## src/rtl/ycbcr_skin_threshold_pipe_if.sv

```systemverilog
// rtl/ycbcr_skin_threshold_pipe_if.sv - config, video and stats signal bundle for the skin classifier
interface ycbcr_skin_threshold_pipe_if #(
  parameter int DATA_W  = 8,
  parameter int COORD_W = 12,
  parameter int CNT_W   = 22
);
  logic                cfg_we;
  logic [2:0]          cfg_addr;
  logic [DATA_W-1:0]   cfg_wdata;

  logic [DATA_W-1:0]   y;
  logic [DATA_W-1:0]   cb;
  logic [DATA_W-1:0]   cr;
  logic                de_in;
  logic                hdmi_hs_in;
  logic                hdmi_vs_in;

  logic                de_out;
  logic                hdmi_hs_out;
  logic                hdmi_vs_out;
  logic [DATA_W-1:0]   r_out;
  logic [DATA_W-1:0]   g_out;
  logic [DATA_W-1:0]   b_out;

  logic [CNT_W-1:0]    match_count;
  logic [COORD_W-1:0]  x_min;
  logic [COORD_W-1:0]  x_max;
  logic [COORD_W-1:0]  y_min;
  logic [COORD_W-1:0]  y_max;
  logic                stats_valid;

  modport master (
    output cfg_we, cfg_addr, cfg_wdata,
    output y, cb, cr, de_in, hdmi_hs_in, hdmi_vs_in,
    input  de_out, hdmi_hs_out, hdmi_vs_out, r_out, g_out, b_out,
    input  match_count, x_min, x_max, y_min, y_max, stats_valid
  );

  modport slave (
    input  cfg_we, cfg_addr, cfg_wdata,
    input  y, cb, cr, de_in, hdmi_hs_in, hdmi_vs_in,
    output de_out, hdmi_hs_out, hdmi_vs_out, r_out, g_out, b_out,
    output match_count, x_min, x_max, y_min, y_max, stats_valid
  );
endinterface

```

## src/rtl/ycbcr_skin_threshold_pipe.sv

```systemverilog
// rtl/ycbcr_skin_threshold_pipe.sv - two-stage Cb/Cr window classifier with per-frame match stats
module ycbcr_skin_threshold_pipe #(
  parameter int          DATA_W     = 8,
  parameter int          COORD_W    = 12,
  parameter int          CNT_W      = 22,
  parameter logic [7:0]  CB_LO_INIT = 8'd90,
  parameter logic [7:0]  CB_HI_INIT = 8'd200,
  parameter logic [7:0]  CR_LO_INIT = 8'd115,
  parameter logic [7:0]  CR_HI_INIT = 8'd200,
  parameter bit          VS_POL     = 1'b1
) (
  input  logic                       clk,
  input  logic                       rst,
  ycbcr_skin_threshold_pipe_if.slave bus
);
  localparam logic [DATA_W-1:0]  D_ONES = '1;
  localparam logic [COORD_W-1:0] C_ONES = '1;
  localparam logic [CNT_W-1:0]   N_ONES = '1;

  logic [DATA_W-1:0]  stg_cb_lo, stg_cb_hi, stg_cr_lo, stg_cr_hi;
  logic [DATA_W-1:0]  act_cb_lo, act_cb_hi, act_cr_lo, act_cr_hi;
  logic               stg_mode, act_mode;

  logic               vs_act, vs_d, vs_edge, de_d, armed;
  logic [COORD_W-1:0] x_cnt, y_cnt;

  logic [DATA_W-1:0]  s1_y;
  logic               s1_match, s1_de, s1_hs, s1_vs;
  logic [COORD_W-1:0] s1_x, s1_yc;

  logic [CNT_W-1:0]   acc_count;
  logic [COORD_W-1:0] acc_xmin, acc_xmax, acc_ymin, acc_ymax;

  logic               de_q, hs_q, vs_q, sv_q;
  logic [DATA_W-1:0]  rgb_q;
  logic [CNT_W-1:0]   cnt_q;
  logic [COORD_W-1:0] xmin_q, xmax_q, ymin_q, ymax_q;

  logic               pix_match, hit;
  logic [DATA_W-1:0]  pix_val;

  assign vs_act  = (bus.hdmi_vs_in == VS_POL);
  assign vs_edge = vs_act & ~vs_d;

  // Strict window; an inverted or empty window (lo >= hi) can never satisfy both sides.
  assign pix_match = (bus.cb > act_cb_lo) && (bus.cb < act_cb_hi) &&
                     (bus.cr > act_cr_lo) && (bus.cr < act_cr_hi);

  assign hit = s1_de & s1_match;

  always_comb begin
    pix_val = '0;
    if (s1_de && s1_match) pix_val = act_mode ? s1_y : D_ONES;
  end

  // Staging is always writable; active only follows staging at a frame boundary.
  always_ff @(posedge clk) begin
    if (rst) begin
      stg_cb_lo <= CB_LO_INIT[DATA_W-1:0];
      stg_cb_hi <= CB_HI_INIT[DATA_W-1:0];
      stg_cr_lo <= CR_LO_INIT[DATA_W-1:0];
      stg_cr_hi <= CR_HI_INIT[DATA_W-1:0];
      stg_mode  <= 1'b0;
      act_cb_lo <= CB_LO_INIT[DATA_W-1:0];
      act_cb_hi <= CB_HI_INIT[DATA_W-1:0];
      act_cr_lo <= CR_LO_INIT[DATA_W-1:0];
      act_cr_hi <= CR_HI_INIT[DATA_W-1:0];
      act_mode  <= 1'b0;
    end else begin
      if (bus.cfg_we) begin
        case (bus.cfg_addr)
          3'd0:    stg_cb_lo <= bus.cfg_wdata;
          3'd1:    stg_cb_hi <= bus.cfg_wdata;
          3'd2:    stg_cr_lo <= bus.cfg_wdata;
          3'd3:    stg_cr_hi <= bus.cfg_wdata;
          3'd4:    stg_mode  <= bus.cfg_wdata[0];
          default: ;
        endcase
      end
      if (vs_edge) begin
        act_cb_lo <= stg_cb_lo;
        act_cb_hi <= stg_cb_hi;
        act_cr_lo <= stg_cr_lo;
        act_cr_hi <= stg_cr_hi;
        act_mode  <= stg_mode;
      end
    end
  end

  always_ff @(posedge clk) begin
    if (rst) begin
      vs_d  <= 1'b0;
      de_d  <= 1'b0;
      x_cnt <= '0;
      y_cnt <= '0;
    end else begin
      vs_d <= vs_act;
      de_d <= bus.de_in;
      if (!bus.de_in)         x_cnt <= '0;
      else if (x_cnt != C_ONES) x_cnt <= x_cnt + 1'b1;
      if (vs_edge)            y_cnt <= '0;
      else if (de_d && !bus.de_in && y_cnt != C_ONES) y_cnt <= y_cnt + 1'b1;
    end
  end

  always_ff @(posedge clk) begin
    if (rst) begin
      s1_y     <= '0;
      s1_match <= 1'b0;
      s1_de    <= 1'b0;
      s1_hs    <= 1'b0;
      s1_vs    <= 1'b0;
      s1_x     <= '0;
      s1_yc    <= '0;
      de_q     <= 1'b0;
      hs_q     <= 1'b0;
      vs_q     <= 1'b0;
      rgb_q    <= '0;
    end else begin
      s1_y     <= bus.y;
      s1_match <= pix_match;
      s1_de    <= bus.de_in;
      s1_hs    <= bus.hdmi_hs_in;
      s1_vs    <= bus.hdmi_vs_in;
      s1_x     <= x_cnt;
      s1_yc    <= y_cnt;
      de_q     <= s1_de;
      hs_q     <= s1_hs;
      vs_q     <= s1_vs;
      rgb_q    <= pix_val;
    end
  end

  // At the boundary the stage-1 pixel seeds the new frame rather than closing the old one.
  always_ff @(posedge clk) begin
    if (rst) begin
      armed     <= 1'b0;
      sv_q      <= 1'b0;
      cnt_q     <= '0;
      xmin_q    <= '0;
      xmax_q    <= '0;
      ymin_q    <= '0;
      ymax_q    <= '0;
      acc_count <= '0;
      acc_xmin  <= C_ONES;
      acc_xmax  <= '0;
      acc_ymin  <= C_ONES;
      acc_ymax  <= '0;
    end else begin
      sv_q <= 1'b0;
      if (vs_edge) begin
        armed <= 1'b1;
        if (armed) begin
          sv_q  <= 1'b1;
          cnt_q <= acc_count;
          if (acc_count == '0) begin
            xmin_q <= '0;
            xmax_q <= '0;
            ymin_q <= '0;
            ymax_q <= '0;
          end else begin
            xmin_q <= acc_xmin;
            xmax_q <= acc_xmax;
            ymin_q <= acc_ymin;
            ymax_q <= acc_ymax;
          end
        end
        acc_count <= hit ? {{(CNT_W-1){1'b0}}, 1'b1} : '0;
        acc_xmin  <= hit ? s1_x  : C_ONES;
        acc_xmax  <= hit ? s1_x  : '0;
        acc_ymin  <= hit ? s1_yc : C_ONES;
        acc_ymax  <= hit ? s1_yc : '0;
      end else if (hit) begin
        if (acc_count != N_ONES) acc_count <= acc_count + 1'b1;
        if (s1_x  < acc_xmin) acc_xmin <= s1_x;
        if (s1_x  > acc_xmax) acc_xmax <= s1_x;
        if (s1_yc < acc_ymin) acc_ymin <= s1_yc;
        if (s1_yc > acc_ymax) acc_ymax <= s1_yc;
      end
    end
  end

  assign bus.de_out      = de_q;
  assign bus.hdmi_hs_out = hs_q;
  assign bus.hdmi_vs_out = vs_q;
  assign bus.r_out       = rgb_q;
  assign bus.g_out       = rgb_q;
  assign bus.b_out       = rgb_q;
  assign bus.match_count = cnt_q;
  assign bus.x_min       = xmin_q;
  assign bus.x_max       = xmax_q;
  assign bus.y_min       = ymin_q;
  assign bus.y_max       = ymax_q;
  assign bus.stats_valid = sv_q;
endmodule

```

## src/flat_wrapper.sv

```systemverilog
// flat-port wrapper written by rule: the top's interface ports become plain ports
module ycbcr_skin_threshold_pipe_flat 
#(
  parameter int          DATA_W     = 8,
  parameter int          COORD_W    = 12,
  parameter int          CNT_W      = 22,
  parameter logic [7:0]  CB_LO_INIT = 8'd90,
  parameter logic [7:0]  CB_HI_INIT = 8'd200,
  parameter logic [7:0]  CR_LO_INIT = 8'd115,
  parameter logic [7:0]  CR_HI_INIT = 8'd200,
  parameter bit          VS_POL     = 1'b1
)
  (clk, rst, bus_cfg_we, bus_cfg_addr, bus_cfg_wdata, bus_y, bus_cb, bus_cr, bus_de_in, bus_hdmi_hs_in, bus_hdmi_vs_in, bus_de_out, bus_hdmi_hs_out, bus_hdmi_vs_out, bus_r_out, bus_g_out, bus_b_out, bus_match_count, bus_x_min, bus_x_max, bus_y_min, bus_y_max, bus_stats_valid);
  ycbcr_skin_threshold_pipe_if #(.DATA_W(DATA_W), .COORD_W(COORD_W), .CNT_W(CNT_W)) bus_i ();
  input  logic clk;
  input  logic rst;
  input wire logic [$bits(bus_i.cfg_we)-1:0] bus_cfg_we;
  input wire logic [$bits(bus_i.cfg_addr)-1:0] bus_cfg_addr;
  input wire logic [$bits(bus_i.cfg_wdata)-1:0] bus_cfg_wdata;
  input wire logic [$bits(bus_i.y)-1:0] bus_y;
  input wire logic [$bits(bus_i.cb)-1:0] bus_cb;
  input wire logic [$bits(bus_i.cr)-1:0] bus_cr;
  input wire logic [$bits(bus_i.de_in)-1:0] bus_de_in;
  input wire logic [$bits(bus_i.hdmi_hs_in)-1:0] bus_hdmi_hs_in;
  input wire logic [$bits(bus_i.hdmi_vs_in)-1:0] bus_hdmi_vs_in;
  output wire logic [$bits(bus_i.de_out)-1:0] bus_de_out;
  output wire logic [$bits(bus_i.hdmi_hs_out)-1:0] bus_hdmi_hs_out;
  output wire logic [$bits(bus_i.hdmi_vs_out)-1:0] bus_hdmi_vs_out;
  output wire logic [$bits(bus_i.r_out)-1:0] bus_r_out;
  output wire logic [$bits(bus_i.g_out)-1:0] bus_g_out;
  output wire logic [$bits(bus_i.b_out)-1:0] bus_b_out;
  output wire logic [$bits(bus_i.match_count)-1:0] bus_match_count;
  output wire logic [$bits(bus_i.x_min)-1:0] bus_x_min;
  output wire logic [$bits(bus_i.x_max)-1:0] bus_x_max;
  output wire logic [$bits(bus_i.y_min)-1:0] bus_y_min;
  output wire logic [$bits(bus_i.y_max)-1:0] bus_y_max;
  output wire logic [$bits(bus_i.stats_valid)-1:0] bus_stats_valid;
  assign bus_i.cfg_we = bus_cfg_we;
  assign bus_i.cfg_addr = bus_cfg_addr;
  assign bus_i.cfg_wdata = bus_cfg_wdata;
  assign bus_i.y = bus_y;
  assign bus_i.cb = bus_cb;
  assign bus_i.cr = bus_cr;
  assign bus_i.de_in = bus_de_in;
  assign bus_i.hdmi_hs_in = bus_hdmi_hs_in;
  assign bus_i.hdmi_vs_in = bus_hdmi_vs_in;
  assign bus_de_out = bus_i.de_out;
  assign bus_hdmi_hs_out = bus_i.hdmi_hs_out;
  assign bus_hdmi_vs_out = bus_i.hdmi_vs_out;
  assign bus_r_out = bus_i.r_out;
  assign bus_g_out = bus_i.g_out;
  assign bus_b_out = bus_i.b_out;
  assign bus_match_count = bus_i.match_count;
  assign bus_x_min = bus_i.x_min;
  assign bus_x_max = bus_i.x_max;
  assign bus_y_min = bus_i.y_min;
  assign bus_y_max = bus_i.y_max;
  assign bus_stats_valid = bus_i.stats_valid;
  ycbcr_skin_threshold_pipe #(.DATA_W(DATA_W), .COORD_W(COORD_W), .CNT_W(CNT_W), .CB_LO_INIT(CB_LO_INIT), .CB_HI_INIT(CB_HI_INIT), .CR_LO_INIT(CR_LO_INIT), .CR_HI_INIT(CR_HI_INIT), .VS_POL(VS_POL)) u_core (.clk(clk), .rst(rst), .bus(bus_i));
endmodule
```

## config.mk

```make
export PLATFORM = sky130hd
export DESIGN_NAME = ycbcr_skin_threshold_pipe_flat
export DESIGN_NICKNAME = d
export VERILOG_FILES = /design/src/rtl/ycbcr_skin_threshold_pipe_if.sv /design/src/rtl/ycbcr_skin_threshold_pipe.sv /design/src/flat_wrapper.sv
export SDC_FILE = /design/constraint.sdc
export NUM_CORES = 1
export LEC_CHECK = 0
export CAP_MARGIN = 20
export CELL_PAD_IN_SITES_DETAIL_PLACEMENT = 0
export CELL_PAD_IN_SITES_GLOBAL_PLACEMENT = 2
export CORE_MARGIN = 2
export CORE_UTILIZATION = 34
export DETAILED_ROUTE_END_ITERATION = 10
export GPL_ROUTABILITY_DRIVEN = 0
export PLACE_DENSITY = 0.84
export SLEW_MARGIN = 25
export SYNTH_ARGS = -nofsm -noshare
export SYNTH_HDL_FRONTEND = slang
export SYNTH_SLANG_ARGS = --single-unit
```

## constraint.sdc

```tcl
create_clock -name clk -period 2.7 [get_ports clk]
set_input_delay 0.27 -clock clk [delete_from_list [all_inputs] [get_ports clk]]
set_output_delay 0.27 -clock clk [all_outputs]
set_load 0.1 [all_outputs]
```

==> metrics.txt, run 1 <==
outcome finished, final reports clean; cell mode on critical path nor4_1; Final Max Slew Viols 0; vias in the first global route 8,891; worst path bufs/invs 1; DRC 0; Final setup viols 0; skew final 0.00848 ns; clock sink count 279; first-pass GRT wire length 46,500 um; RSZ-0062 raised after global routing false; Clock Path Buffers 3; I/O pin total 139; leakage 0.00606 uW; nets 1,546; drt pass-1 iters 5; # port buffers 138; overall die height 190 um; Post-Place Setup Slack -0.0786 ns; WS Path Type reg -> reg; H-tree depth 1; placed insts 1,847; register area share after synthesis 47.2%; drt initial violations 328; ANT cells 0; WL per Instance 14.9 um; CTS Buf Count 31; CTS tree done; slowest CP cell nor3_1; Design Area, Final 14,400 um^2; end-of-flow core utilization 41.8%; max_slew headroom 41.9%; largest net degree at the start of global routing 72; Worst Tran Pin Value 0.872 ns; Mapped Nets 1,435; vias per cell 4.81; gr usage total 15.6%; Worst setup EP type register; Syn Inst Count 1,314; num rows 68; post-cts sizing count 0; clock-pin slew of the registers on the worst-case setup and hold paths 0.06 ns; worst skew pair latency 0.55 ns; Main synth FF type dfxtp_1; total power draw 8870 uW; core region area 34,400 um^2; max cap viols 0; Synth Cell Area 11,800 um^2; Tmin final 2.34 ns; startpoint types register; DRT Wirelength 28,300 um; Data arrival, critical path 2.74 ns; dpl cell area 13,300 um^2; non-filler cells, final 1,905; CTS Hold Bufs 0; most frequent cells in the layout dfxtp_1 (279), nor2_1 (152), nand2_1 (118); yosys warns 0; Post-synth EDFFs 0; worst path cell trace inv_1, ha_1, a22o_1, nor4_1, o21ai_0, nor4_1, nand3_1, nor3_1; Post-synth ARST share 0%; clk root buf clkbuf_16; Critical Path Max Stage Delay 0.40 ns; crit share post-route 86.5%; remaining antenna violation count after routing 0; GR Overflow Total 0; worst endpoint required time 3.11 ns; Syn-to-layout area delta 21.6%; synth unique cells 60; setup ws final 0.364 ns; HP Class in -> reg; fill count 3,500; DIE WIDTH 190 um; CP Max Fanout 4; Via Count 9,166; Final Hold Vio Count 0; initial antenna violation count 0; Setup Buffers After CTS 0; Yosys reg bits 279; most common library cell in the layout ignoring fill and taps dfxtp_1; Die ar. 36,300 um^2; CP top delay family simple AND/OR/NAND/NOR gates; Max Fclk 428 MHz; pwr dens 617 nW/um^2; Max rail drop VDD 0.457 mV; proportion of layout cells with a drive suffix above 1 12.8%; Synth Area per Inst 9.00 um^2; Initial Utilization 34.4%; DP HPWL 19,700 um
==> through the flow <==
step,TNS [ns],hold slack (ns)
detailed placement,-0.0786,0.423
finish,0,0.121
global placement,-0.133,0.418
floorplan,0,0.388
CTS,0,0.0923
global route,0,0.121
==> kinds of logic after synthesis <==
group                    share of synthesized area [%]
AND/OR/NAND/NOR                                   18.8
flip-flops                                        47.2
AO/OA/AOI/OAI                                     14.2
buffers and inverters                             6.14
adder cells (fa/ha/maj)                           8.47
multiplexers                                      2.96
XOR/XNOR                                          2.22
==> metal layers <==
metal  share of wire [%]  track usage (%)
met1                  49             21.5
met2                  45             25.8
met5                   0                0
met3                 4.0             2.50
met4                 1.7             3.25
==> path summary, 6_finish.rpt <==
| kind | start | to | slack [ns] | depth (start not counted) |
|---|---|---|---|---|
| max | u_core.act_cb_hi[7] | u_core.s1_match | 0.36 | 8 |
| min | rst | u_core.stg_cb_hi[4] | 0.12 | 2 |
| max reg2reg | u_core.act_cb_hi[7] | u_core.s1_match | 0.36 | 8 |
| min reg2reg | u_core.s1_y[4] | u_core.bus.b_out[4] | 0.43 | 2 |
==> power by group <==
| group | internal, uW | switching (uW) |
|---|---|---|
| combinational | 159 | 285 |
| clock | 2600 | 1650 |
| sequential | 4160 | 23.8 |
==> layout make-up <==
type | instances | area (um^2) | area share (%)
multi-input combinational | 865 | 5530 | 38.5
clock buffer | 49 | 953 | 6.63
timing repair buffer | 158 | 1300 | 9.04
clock inverter | 9 | 101 | 0.705
tap | 455 | 569 | 3.96
sequential | 279 | 5590 | 38.9
inverter | 90 | 338 | 2.35
==> worst register-to-register path, stage by stage (launching register included) <==
cell	delay (ns)
dfxtp_1	0.31
inv_1	0.07
ha_1	0.34
a22o_1	0.24
nor4_1	0.21
o21ai_0	0.21
nor4_1	0.24
nand3_1	0.19
nor3_1	0.40
==> registers in the layout (all words and copies together) (netlist names), 12 cells and up <==
signal / flops
u_core.y_cnt: 12
u_core.acc_ymin: 12
u_core.s1_x: 12
u_core.acc_ymax: 12
u_core.acc_count: 22
u_core.bus.match_count: 22
u_core.acc_xmax: 12
u_core.x_cnt: 12
u_core.bus.y_min: 12
u_core.bus.x_min: 12
u_core.s1_yc: 12
u_core.acc_xmin: 12
u_core.bus.x_max: 12
u_core.bus.y_max: 12
==> Yosys cell counts, types with 8 or more instances <==
library cell | n | area share (%)
dfxtp_1 | 279 | 47
nor2_1 | 153 | 4.9
nand2_1 | 119 | 3.8
a21oi_1 | 92 | 3.9
inv_1 | 90 | 2.9
ha_1 | 80 | 8.5
clkbuf_1 | 53 | 1.7
nor2b_1 | 53 | 2.8
a22oi_1 | 48 | 3.0
o21ai_0 | 37 | 1.6
mux2i_1 | 35 | 3.0
nor3_1 | 33 | 1.4
a22o_1 | 30 | 2.2
nand4_1 | 24 | 1.3
nand3_1 | 23 | 0.97
xor2_1 | 21 | 1.6
buf_4 | 17 | 1.1
and3_1 | 9 | 0.48
or3_1 | 9 | 0.48
xnor2_1 | 9 | 0.67
a211o_1 | 8 | 0.59
(Power assumes the default switching activity.)
==> inputs of run 2 (changes only) <==
--- a/config.mk
+++ b/config.mk
@@ -8,11 +8,12 @@
 export CAP_MARGIN = 20
 export CELL_PAD_IN_SITES_DETAIL_PLACEMENT = 0
 export CELL_PAD_IN_SITES_GLOBAL_PLACEMENT = 2
+export CORE_ASPECT_RATIO = 1.2
 export CORE_MARGIN = 2
 export CORE_UTILIZATION = 34
 export DETAILED_ROUTE_END_ITERATION = 10
 export GPL_ROUTABILITY_DRIVEN = 0
-export PLACE_DENSITY = 0.84
+export PLACE_DENSITY = 0.8
 export SLEW_MARGIN = 25
 export SYNTH_ARGS = -nofsm -noshare
 export SYNTH_HDL_FRONTEND = slang
==> run 2 against run 1 <==
Net effect:
- sequential share of layout area down 0.17 points
- design area increased by 0.44%
- final cell count barely moved
- sequential power about the same
- critical endpoint is now u_core.bus.y_max[8]
- clock power rose by 5.2%
- routed wire length rose by 1.5%
- highest routed layer unchanged
==> metrics.txt, run 2 (synthesis results as in run 1) <==
outcome finished, final reports clean (unchanged); Hold Path End u_core.stg_cb_hi[2] (was u_core.stg_cb_hi[4]); startpoint types register (unchanged); ANT cells 0 (unchanged); H-tree depth 1 (unchanged); Max Fclk 439 MHz (was 428 MHz); vias in the first global route 9,003 (was 8,891); Final Max Slew Viols 0 (unchanged); overall die height 208 um (was 190 um); pwr dens 630 nW/um^2 (was 617 nW/um^2); gr usage total 15.8% (was 15.6%); total power draw 9090 uW (was 8870 uW); r2r endpoint u_core.bus.y_max[8] (was u_core.s1_match); Final setup viols 0 (unchanged); drt initial violations 387 (was 328); first-pass GRT wire length 47,000 um (was 46,500 um); I/O pin total 139 (unchanged); CP Max Fanout 48 (was 4); DRC 0 (unchanged); remaining antenna violation count after routing 0 (unchanged); WS Path Type reg -> reg (unchanged); num rows 74 (was 68); Initial Utilization 34.6% (was 34.4%); Data arrival, critical path 2.70 ns (was 2.74 ns); internal power 7090 uW (was 6910 uW); Die ar. 36,300 um^2 (about the same); nets 1,547 (was 1,546); clock-pin slew of the registers on the worst-case setup and hold paths 0.06 ns (about the same); # port buffers 138 (unchanged); largest net degree at the start of global routing 67 (was 72); vias per cell 4.82 (was 4.81); max_slew headroom 44.8% (was 41.9%); Gate power share 4.9% (was 5.0%); DRT Wirelength 28,800 um (was 28,300 um); Via Count 9,179 (was 9,166); Worst Tran Pin Value 0.828 ns (was 0.872 ns); Clock Path Buffers 3 (unchanged); Syn-to-layout area delta 22.1% (was 21.6%); worst hold path startpoint rst (unchanged); max cap viols 0 (unchanged); clock sink count 279 (unchanged); R2R Path Start u_core.acc_count[0] (was u_core.act_cb_hi[7]); Final Hold Vio Count 0 (unchanged); Setup Buffers After CTS 0 (unchanged); GR Overflow Total 0 (unchanged); initial antenna violation count 0 (unchanged); most frequent cells in the layout dfxtp_1 (279), nor2_1 (152), buf_4 (119) (was dfxtp_1 (279), nor2_1 (152), nand2_1 (118)); core region area 34,200 um^2 (was 34,400 um^2); leakage 0.00609 uW (was 0.00606 uW); Worst setup EP type register (unchanged); skew final 0.0189 ns (was 0.00848 ns); R2R depth 10 (was 8); switch share 22.0% (was 22.1%); Tmin final 2.28 ns (was 2.34 ns); CTS Hold Bufs 0 (unchanged); DP HPWL 20,300 um (was 19,700 um); DIE WIDTH 174 um (was 190 um); Clk network pwr share 49.1% (was 47.9%); setup TNS 0 ns (unchanged); CTS tree done (unchanged); CTS Buf Count 30 (was 31); WL per Instance 15.1 um (was 14.9 um); worst endpoint required time 3.12 ns (was 3.11 ns); Net Switching 2000 uW (was 1960 uW); Max rail drop VDD 0.529 mV (was 0.457 mV); RSZ-0062 raised after global routing false (unchanged); drt pass-1 iters 4 (was 5); hold path depth 2 (unchanged); Sequential Power Share 46.0% (was 47.1%); clk root buf clkbuf_16 (unchanged); worst skew pair latency 0.56 ns (was 0.55 ns); r2r setup slk 0.42 ns (was 0.36 ns); crit share post-route 84.4% (was 86.5%); HP Class in -> reg (unchanged); proportion of layout cells with a drive suffix above 1 12.9% (was 12.8%); most common library cell in the layout ignoring fill and taps dfxtp_1 (unchanged)
## run 2: through the flow
step	util [%]	hold slack, ns	area, um^2	setup WS [ns]	instances
after floorplan	-	0.388	11800	0.619	1314
after global placement	39.0	0.419	13300	0.179	1850
after detailed placement	39.0	0.425	13300	0.195	1850
after CTS	42.2	0.106	14400	0.247	1906
after global routing	42.3	0.135	14400	0.151	1906
final	42.3	0.136	14400	0.422	1906
## run 2: what timing repair did
| item | in CTS | in global routing |
|---|---|---|
| hold endpoints to repair | 0 | 0 |
| endpoints found under the setup margin | 0 | 2 |
| resized for setup | 0 | 1 |
## run 2: metal layers
layer | vias to the layer above | track usage, % | routed length (um)
li1 | 4733 | - | -
met1 | 4249 | 20.5 | 13500
met2 | 160 | 26.9 | 13400
met3 | 37 | 2.17 | 1190
met4 | 0 | 5.30 | 657
met5 | - | 0 | 0
## run 2: worst max-delay path by stage
stage	from	end	cells past startpoint
3_3_place_gp	bus_cb[7]	u_core.s1_match	8
3_5_place_dp	bus_cb[7]	u_core.s1_match	8
2_1_floorplan	u_core.acc_ymax[1]	u_core.acc_ymax[10]	9
5_1_grt	u_core.acc_count[0]	u_core.bus.y_max[8]	10
6_report	u_core.acc_count[0]	u_core.bus.y_max[8]	10
4_1_cts	u_core.acc_ymax[1]	u_core.acc_ymax[11]	8
## run 2: cell type report
type / instances / area (um^2)
Fill cell: 3350 / 19700
Sequential cell: 279 / 5590
Multi-Input combinational cell: 865 / 5530
Timing Repair Buffer: 160 / 1320
Clock buffer: 44 / 895
Tap cell: 456 / 571
Inverter: 90 / 338
Clock inverter: 12 / 200
## run 2: worst max-delay path, cell delays in order (launching register included)
cell	delay (ns)
dfxtp_1	0.35
inv_1	0.11
ha_1	0.19
nor4b_1	0.23
nand4_1	0.16
nor4_2	0.22
buf_4	0.18
nor2_4	0.03
buf_4	0.31
a22oi_1	0.29
nor2_1	0.06
## run 2: power by group through the flow
stage          clock network [uW]  logic, uW  registers [uW]
2_1_floorplan                   0        254            4290
3_3_place_gp                    0        452            4270
3_5_place_dp                    0        453            4270
4_1_cts                      4600        455            4180
5_1_grt                      4770        494            4180
6_report                     4470        447            4180
